### src/rtl/conf_reg_bank.sv
`default_nettype none
// +----------------------------------------------------------------------------+
// | Module      : conf_reg_bank                                                |
// | Description : CONF-port write buffer (FIFO) feeding NUM_REGS config        |
// |               registers, with commit lock, per-register update strobes,   |
// |               sticky out-of-range error and optional registered readback   |
// |               (enabled by defining CONF_READBACK_EN).                      |
// | Revision    : 1.0 - initial release                                        |
// +----------------------------------------------------------------------------+
module conf_reg_bank #(
    parameter int C_ADDR_WIDTH = 8,
    parameter int C_DATA_WIDTH = 32,
    parameter int NUM_REGS     = 16,
    parameter int FIFO_DEPTH   = 4
) (
    input  logic                              clk,
    input  logic                              rst,
    input  logic [C_ADDR_WIDTH-1:0]           c_addr,
    input  logic [C_DATA_WIDTH-1:0]           c_data,
    input  logic                              c_valid,
    output logic                              c_ready,
    input  logic                              cfg_lock,
    input  logic                              err_clr,
    output logic [NUM_REGS*C_DATA_WIDTH-1:0]  cfg_regs,
    output logic [NUM_REGS-1:0]               cfg_update,
    output logic                              c_err
`ifdef CONF_READBACK_EN
    ,
    input  logic [C_ADDR_WIDTH-1:0]           rd_addr,
    output logic [C_DATA_WIDTH-1:0]           rd_data
`endif
);

    localparam int                    c_PTR_W    = $clog2(FIFO_DEPTH);
    localparam int                    c_CNT_W    = c_PTR_W + 1;
    localparam logic [c_CNT_W-1:0]    c_FULL     = c_CNT_W'(FIFO_DEPTH);
    // One extra bit so NUM_REGS == 2**C_ADDR_WIDTH is still representable
    localparam logic [C_ADDR_WIDTH:0] c_NUM_REGS = (C_ADDR_WIDTH + 1)'(NUM_REGS);

    logic [C_ADDR_WIDTH-1:0] r_fifo_addr [FIFO_DEPTH];
    logic [C_DATA_WIDTH-1:0] r_fifo_data [FIFO_DEPTH];
    logic [c_PTR_W-1:0]      r_wr_ptr;
    logic [c_PTR_W-1:0]      r_rd_ptr;
    logic [c_CNT_W-1:0]      r_count;
    logic                    r_err;

    logic                    w_push;
    logic                    w_pop;
    logic                    w_in_range;
    logic [C_ADDR_WIDTH-1:0] w_head_addr;
    logic [C_DATA_WIDTH-1:0] w_head_data;

    assign c_ready     = !rst && (r_count != c_FULL);
    assign w_push      = c_valid && c_ready;
    assign w_pop       = (r_count != '0) && !cfg_lock;
    assign w_head_addr = r_fifo_addr[r_rd_ptr];
    assign w_head_data = r_fifo_data[r_rd_ptr];
    assign w_in_range  = ({1'b0, w_head_addr} < c_NUM_REGS);
    assign c_err       = r_err;

    // Storage needs no reset: entries are only read while counted as valid
    always_ff @(posedge clk) begin
        if (w_push) begin
            r_fifo_addr[r_wr_ptr] <= c_addr;
            r_fifo_data[r_wr_ptr] <= c_data;
        end
    end

    always_ff @(posedge clk) begin
        if (rst) begin
            r_wr_ptr <= '0;
            r_rd_ptr <= '0;
            r_count  <= '0;
        end else begin
            if (w_push) r_wr_ptr <= r_wr_ptr + 1'b1;
            if (w_pop)  r_rd_ptr <= r_rd_ptr + 1'b1;
            if (w_push && !w_pop)
                r_count <= r_count + 1'b1;
            else if (!w_push && w_pop)
                r_count <= r_count - 1'b1;
        end
    end

    always_ff @(posedge clk) begin
        if (rst)
            r_err <= 1'b0;
        else if (w_pop && !w_in_range)
            r_err <= 1'b1;
        else if (err_clr)
            r_err <= 1'b0;
    end

    generate
        for (genvar i = 0; i < NUM_REGS; i++) begin : g_reg
            logic [C_DATA_WIDTH-1:0] r_reg;
            logic                    r_upd;
            logic                    w_hit;

            assign w_hit = w_pop && w_in_range && (w_head_addr == C_ADDR_WIDTH'(i));

            always_ff @(posedge clk) begin
                if (rst) begin
                    r_reg <= '0;
                    r_upd <= 1'b0;
                end else begin
                    r_upd <= w_hit;
                    if (w_hit) r_reg <= w_head_data;
                end
            end

            assign cfg_regs[i*C_DATA_WIDTH +: C_DATA_WIDTH] = r_reg;
            assign cfg_update[i]                            = r_upd;
        end
    endgenerate

`ifdef CONF_READBACK_EN
    logic [C_DATA_WIDTH-1:0] w_rd_mux;

    // Out-of-range addresses match no register and fall through to zero
    always_comb begin
        w_rd_mux = '0;
        for (int i = 0; i < NUM_REGS; i++) begin
            if (rd_addr == C_ADDR_WIDTH'(i))
                w_rd_mux = cfg_regs[i*C_DATA_WIDTH +: C_DATA_WIDTH];
        end
    end

    always_ff @(posedge clk) begin
        if (rst)
            rd_data <= '0;
        else
            rd_data <= w_rd_mux;
    end
`endif

endmodule
`default_nettype wire

### config.mk
export PLATFORM = sky130hd
export DESIGN_NAME = conf_reg_bank
export DESIGN_NICKNAME = d
export VERILOG_FILES = /design/src/rtl/conf_reg_bank.sv
export SDC_FILE = /design/constraint.sdc
export NUM_CORES = 1
export LEC_CHECK = 0
export CORE_MARGIN = 1.5
export CORE_UTILIZATION = 40
export DETAILED_ROUTE_END_ITERATION = 8
export HOLD_SLACK_MARGIN = 0.03
export PLACE_DENSITY = 0.67
export SETUP_SLACK_MARGIN = 0.3
export SLEW_MARGIN = 25
export SYNTH_ARGS = -nofsm -noshare
export SYNTH_HDL_FRONTEND = slang
export SYNTH_SLANG_ARGS = --single-unit
### constraint.sdc
create_clock -name clk -period 2.6 [get_ports clk]
set_input_delay 0.52 -clock clk [delete_from_list [all_inputs] [get_ports clk]]
set_output_delay 0.52 -clock clk [all_outputs]
set_load 0.02 [all_outputs]
Yosys cells after proc, flatten, opt, wreduce, memory -nomap -nowiden --
Memories as Yosys holds them, arrays and structs flattened. A register that Yosys moved wholly into a read port is not among the register bits. Index checks and enable logic that the tools add are counted. W data, S select, Z words.
Storage, ports and cells: RAM bits 160, register bits 536, word-level logic and storage cells 101, memories kept 2, output and inout bits 530
Cells by class: magnitude comparators 1, muxes and demuxes 10, add/sub/neg operators 4, equality and inequality tests 16, reduce and logical (&&, ||, !) cells 32
Memories:
- r_fifo_data | depth 4, width 32, rd ports 1, clocked after memory_dff 1, wr ports 1, line 41 | logic [C_DATA_WIDTH-1:0] r_fifo_data [FIFO_DEPTH];
- r_fifo_addr | depth 4, width 8, rd ports 1, clocked after memory_dff 1, wr ports 1, line 40 | logic [C_ADDR_WIDTH-1:0] r_fifo_addr [FIFO_DEPTH];
Operators by type and width (count):
- $eq A8 B4 Y1 const B | 8
- $eq A8 B3 Y1 const B | 4
- $logic_and A1 B1 Y1 | 23
- $eq A8 B2 Y1 const B | 2
- $eq A8 B1 Y1 const B | 1
- $logic_not A8 Y1 | 1
- $lt A8 B5 Y1 const B | 1
- $mux W2 | 4
- $mux W3 | 2
- $logic_not A1 Y1 | 5
- $add A2 B1 Y2 const B | 2
- $mux W1 | 4
- $reduce_bool A2 Y1 | 2
- $add A3 B1 Y3 const B | 1
- $ne A3 B3 Y1 const B | 1
- $reduce_bool A3 Y1 | 1
- $sub A3 B1 Y3 const B | 1

Logic depth before layout (Yosys ltp) --
depth in word-level cells 7, depth in mapped cells 11, depth with buffers taken out 9

Worst setup path before layout --
OpenSTA, ideal clock, no wires.
path kind input port to flip-flop, start input rst, end register r_count[2], cell stages on the path 10, setup slack -173 ps, setup time 71 ps, arrival 2703 ps, cell sequence clkbuf_1 > a21oi_1 > and2_1 > clkbuf_1 > ha_1 > inv_1 > fa_1 > xor2_1 > or3_1 > a21oi_1
On the way: cells in the longest elaborated chain, start to end 6, elaborated cells between the ends (all ways) 8, those cells by class mux: 1; reduce/logical: 7
Ends and longest elaborated chain:
- start, declared | line 17 | input logic rst,
- $logic_not A1 Y1 * | line 53 | assign c_ready = !rst && (r_count != c_FULL);
- $logic_and A1 B1 Y1 * | line 53
- named net c_ready | line 21 | output logic c_ready,
- $logic_and A1 B1 Y1 * | line 54 | assign w_push = c_valid && c_ready;
- named net w_push | line 47 | logic w_push;
- $logic_not A1 Y1 | line 79 | else if (!w_push && w_pop)
- $logic_and A1 B1 Y1 | line 79
- $reduce_bool A2 Y1 (no line)
- end signal, assigned | line 78 | r_count <= r_count + 1'b1;
- end signal, assigned | line 80 | r_count <= r_count - 1'b1;
- end, declared | line 44 | logic [c_CNT_W-1:0] r_count;
Mark *: on every way through the listed nets, which the timed path passes. The rest lies on a longest branch. A chain may end at the register's enable or synchronous reset.

==> flow_summary.json <==
{
  "crit_buf_inv": 2,
  "startpoint_type": "flip-flop",
  "hold_end": "g_reg[10].r_reg[25]",
  "syn2layout_area_growth_pct": 35.4,
  "worst_path_largest_cell_delay_ns": 0.54,
  "synth_top_cell_area_share_pct": 40.7,
  "synth-main-ff-cell": "dfxtp_1",
  "reg2reg_slack_ns": 0.30,
  "ant_nets": 0,
  "drt_iter0_drc": 1130,
  "post-place-ws_ns": 0.137,
  "grt_use_total_pct": 22.7,
  "r2r_cells": 7,
  "crit_required_ns": 3.08,
  "dr.pass1.iters": 5,
  "yosys.area_share.simple_pct": 14.4,
  "hold_depth": 2,
  "fin_nets": 2672,
  "clk_path_buf_depth": 3,
  "powerDensity_nw_per_um2": 695,
  "die_area_um2": 67800,
  "largest_reg_flops": 512,
  "start_util_pct": 40.4,
  "min-delay-start": "g_reg[10].r_reg[25]",
  "cts_hold_buf": 0,
  "synthTopCellsByArea": "dfxtp_1 (41%), mux2i_1 (19%), edfxtp_1 (18%), nand2b_1 (13%), mux4_2 (3.1%)",
  "synth_edf_count": 160,
  "fillers": 5464,
  "ios": 575,
  "maxSlewHeadroom_pct": 21.3,
  "synth_nets": 2152,
  "detail_route.vias_per_cell": 4.92,
  "core_area_um2": 65600,
  "path_class": "reg2reg",
  "multiInputGateArea_um2": 10000,
  "drv_cap": 0,
  "synth_commonest_cells": "nand2b_1 (548), dfxtp_1 (538), mux2i_1 (513)",
  "synthMuxAreaShare_pct": 22.5,
  "critPathCaptureType": "flip-flop",
  "synth_compound_area_share_pct": 0.180,
  "yosys_warnings": 0,
  "arrival_ns": 2.77,
  "synthAdderAreaFrac_pct": 0.312,
  "routabilityCongestion": 0.798,
  "synth_cells": 2101,
  "outcome": "finished, final reports clean",
  "min_period_over_period_pct": 88.3,
  "regArea_um2": 15600,
  "cts_tree": "done",
  "wl_per_cell_um": 22.5,
  "ys_seq_area_share_pct": 58.8,
  "crit_chain": "mux4_2, nand2b_1, a41oi_2, buf_4, nand3_4, buf_12, mux2i_1",
  "die_h_um": 260,
  "fp.dieW_um": 260,
  "port_buffers": 574,
  "syn-mean-instance-area_um2": 12.6,
  "cts.sinks": 698,
  "ys_async_sr_fraction_pct": 0,
  "fin_ws_ns": 0.304,
  "numCtsBuffers": 74,
  "max_freq_mhz": 436,
  "grt_pass1_vias": 17800,
  "syn_area_um2": 26500,
  "slew_violations": 0,
  "vias": 17400,
  "rsz0062_at_grt": "yes",
  "synth_cell_types": 36,
  "fin_tns_setup_ns": 0,
  "ys_ff_latch": 698,
  "wl_um": 79900,
  "min_path_type": "reg2reg",
  "hpwlAfterDp_um": 53100,
  "grt_start_max_net_pins": 289,
  "path_delay_family": "multiplexers",
  "clkTransAtPathRegs_ns": 0.06,
  "worstMarginPinSlew_ns": 1.18,
  "hold_viol": 0,
  "crit_slowest_cell": "mux4_2",
  "cp_max_fo": 30,
  "synth_top_family_by_area": "multiplexers",
  "rr_endpoint": "g_reg[2].r_reg[8]",
  "peakVddDrop_v": 0.000444,
  "synth_top_area_cell": "dfxtp_1",
  "grt_overflow": 0,
  "setup_violations": 0,
  "yosysMostFrequentCell": "nand2b_1",
  "power_leakage_nw": 15.7,
  "grt_pass1_wl_um": 115000,
  "synth_xor_area_share_pct": 0.165,
  "clockRootBuffer": "clkbuf_16",
  "drc": 0,
  "post_route_cells_drive_above_1_share_pct": 9.66,
  "skew_ns": 0.0278,
  "rows": 94,
  "period_minus_slack_ns": 2.30,
  "antenna_found_initial": 9,
  "htree_levels": 3,
  "clk-insertion-delay-late_ns": 0.62
}
worst max-delay path by stage:
stage,slack [ns],endpoint,cells after the start,from
after floorplan,0.27,r_count[2],10,rst
after global placement,0.14,r_count[2],8,c_valid
after detailed placement,0.14,r_count[2],8,c_valid
after CTS,0.31,g_reg[1].r_reg[11],7,r_fifo_addr[0][7]
after global routing,0.26,g_reg[1].r_reg[31],7,r_fifo_addr[2][7]
final,0.30,g_reg[2].r_reg[8],7,flip-flop
per-stage QoR:
stage                     util (%)  cell area [um^2]  total power [mW]  cells  hold slack (ns)
after CTS                     54.5             35800              25.2   3543            0.476
final                         54.6             35900              24.9   3549            0.473
after global placement        50.9             33400              14.8   3403            0.460
after floorplan                  -             26500              13.5   2101            0.485
after detailed placement      50.9             33400              14.9   3403            0.465
after global routing          54.6             35900              25.8   3546            0.491
placed cells by master (no fill, tap or decap), types with 2 or more instances in the layout:
cell	synthesis	final
and2_1	4	3
and3_2	0	4
buf_12	0	33
buf_4	27	40
buf_8	0	2
bufinv_16	0	2
clkbuf_1	133	14
clkbuf_16	0	77
clkbuf_4	0	2
clkbuf_8	0	10
clkdlybuf4s50_1	0	572
clkinv_1	0	7
clkinv_2	0	11
clkinv_4	0	2
clkinv_8	0	2
clkinvlp_2	0	2
clkinvlp_4	0	3
dfxtp_1	538	536
diode_2	0	4
edfxtp_1	160	160
ha_1	5	4
inv_1	8	7
inv_6	0	4
mux2i_1	513	513
mux4_2	36	36
nand2_1	12	9
nand2_2	0	3
nand2b_1	548	548
nand3_2	2	7
nand3b_1	2	2
nand4_1	6	6
nor2_1	24	23
nor2_2	1	2
nor3_1	2	2
nor4_1	6	3
nor4_2	0	3
xnor2_1	2	2
xor2_1	3	3
kinds of logic (layout without fill, tap and decap cells):
kind of cell	Yosys count	after routing
AO/OA/AOI/OAI	6	6
XOR/XNOR	5	5
adder cells (fa/ha/maj)	6	6
buffers and inverters	213	793
flip-flops	698	698
multiplexers	549	549
other	0	4
AND/OR/NAND/NOR	624	624
worst min-delay path, cell delays in order (launching register included):
cell and delay [ns]:
dfxtp_1 0.31, nand2b_1 0.06, mux2i_1 0.06
layout make-up:
cell class | instances | area share, %
flip-flops and latches | 698 | 43.4
clock buffers | 102 | 5.88
repair buffers | 649 | 18.8
clock inverters | 34 | 0.740
well taps | 864 | 3.01
multi-input cells | 1190 | 28.0
inverters | 8 | 0.0837
diodes | 4 | 0.0279
per-layer routing:
| metal | vias to the layer above | GRT usage (%) | share of wire (%) |
|---|---|---|---|
| met1 | 8606 | 27.6 | 42 |
| met3 | 154 | 6.78 | 6.9 |
| li1 | 8127 | - | - |
| met4 | 12 | 9.94 | 3.7 |
| met5 | - | 0 | 0.12 |
| met2 | 549 | 37.4 | 48 |
what timing repair did:
action / 4_1_cts / 5_1_grt
gates cloned: 0 / 1
buffers inserted: 4 / 1
resized for setup: 5 / 7
setup endpoints to repair: 229 / 210
power breakdown:
group / internal, mW / switching (mW)
registers: 11.3 / 0.122
logic: 1.28 / 1.93
clock network: 5.91 / 4.36
total: 18.5 / 6.41
(Power assumes the default switching activity.)
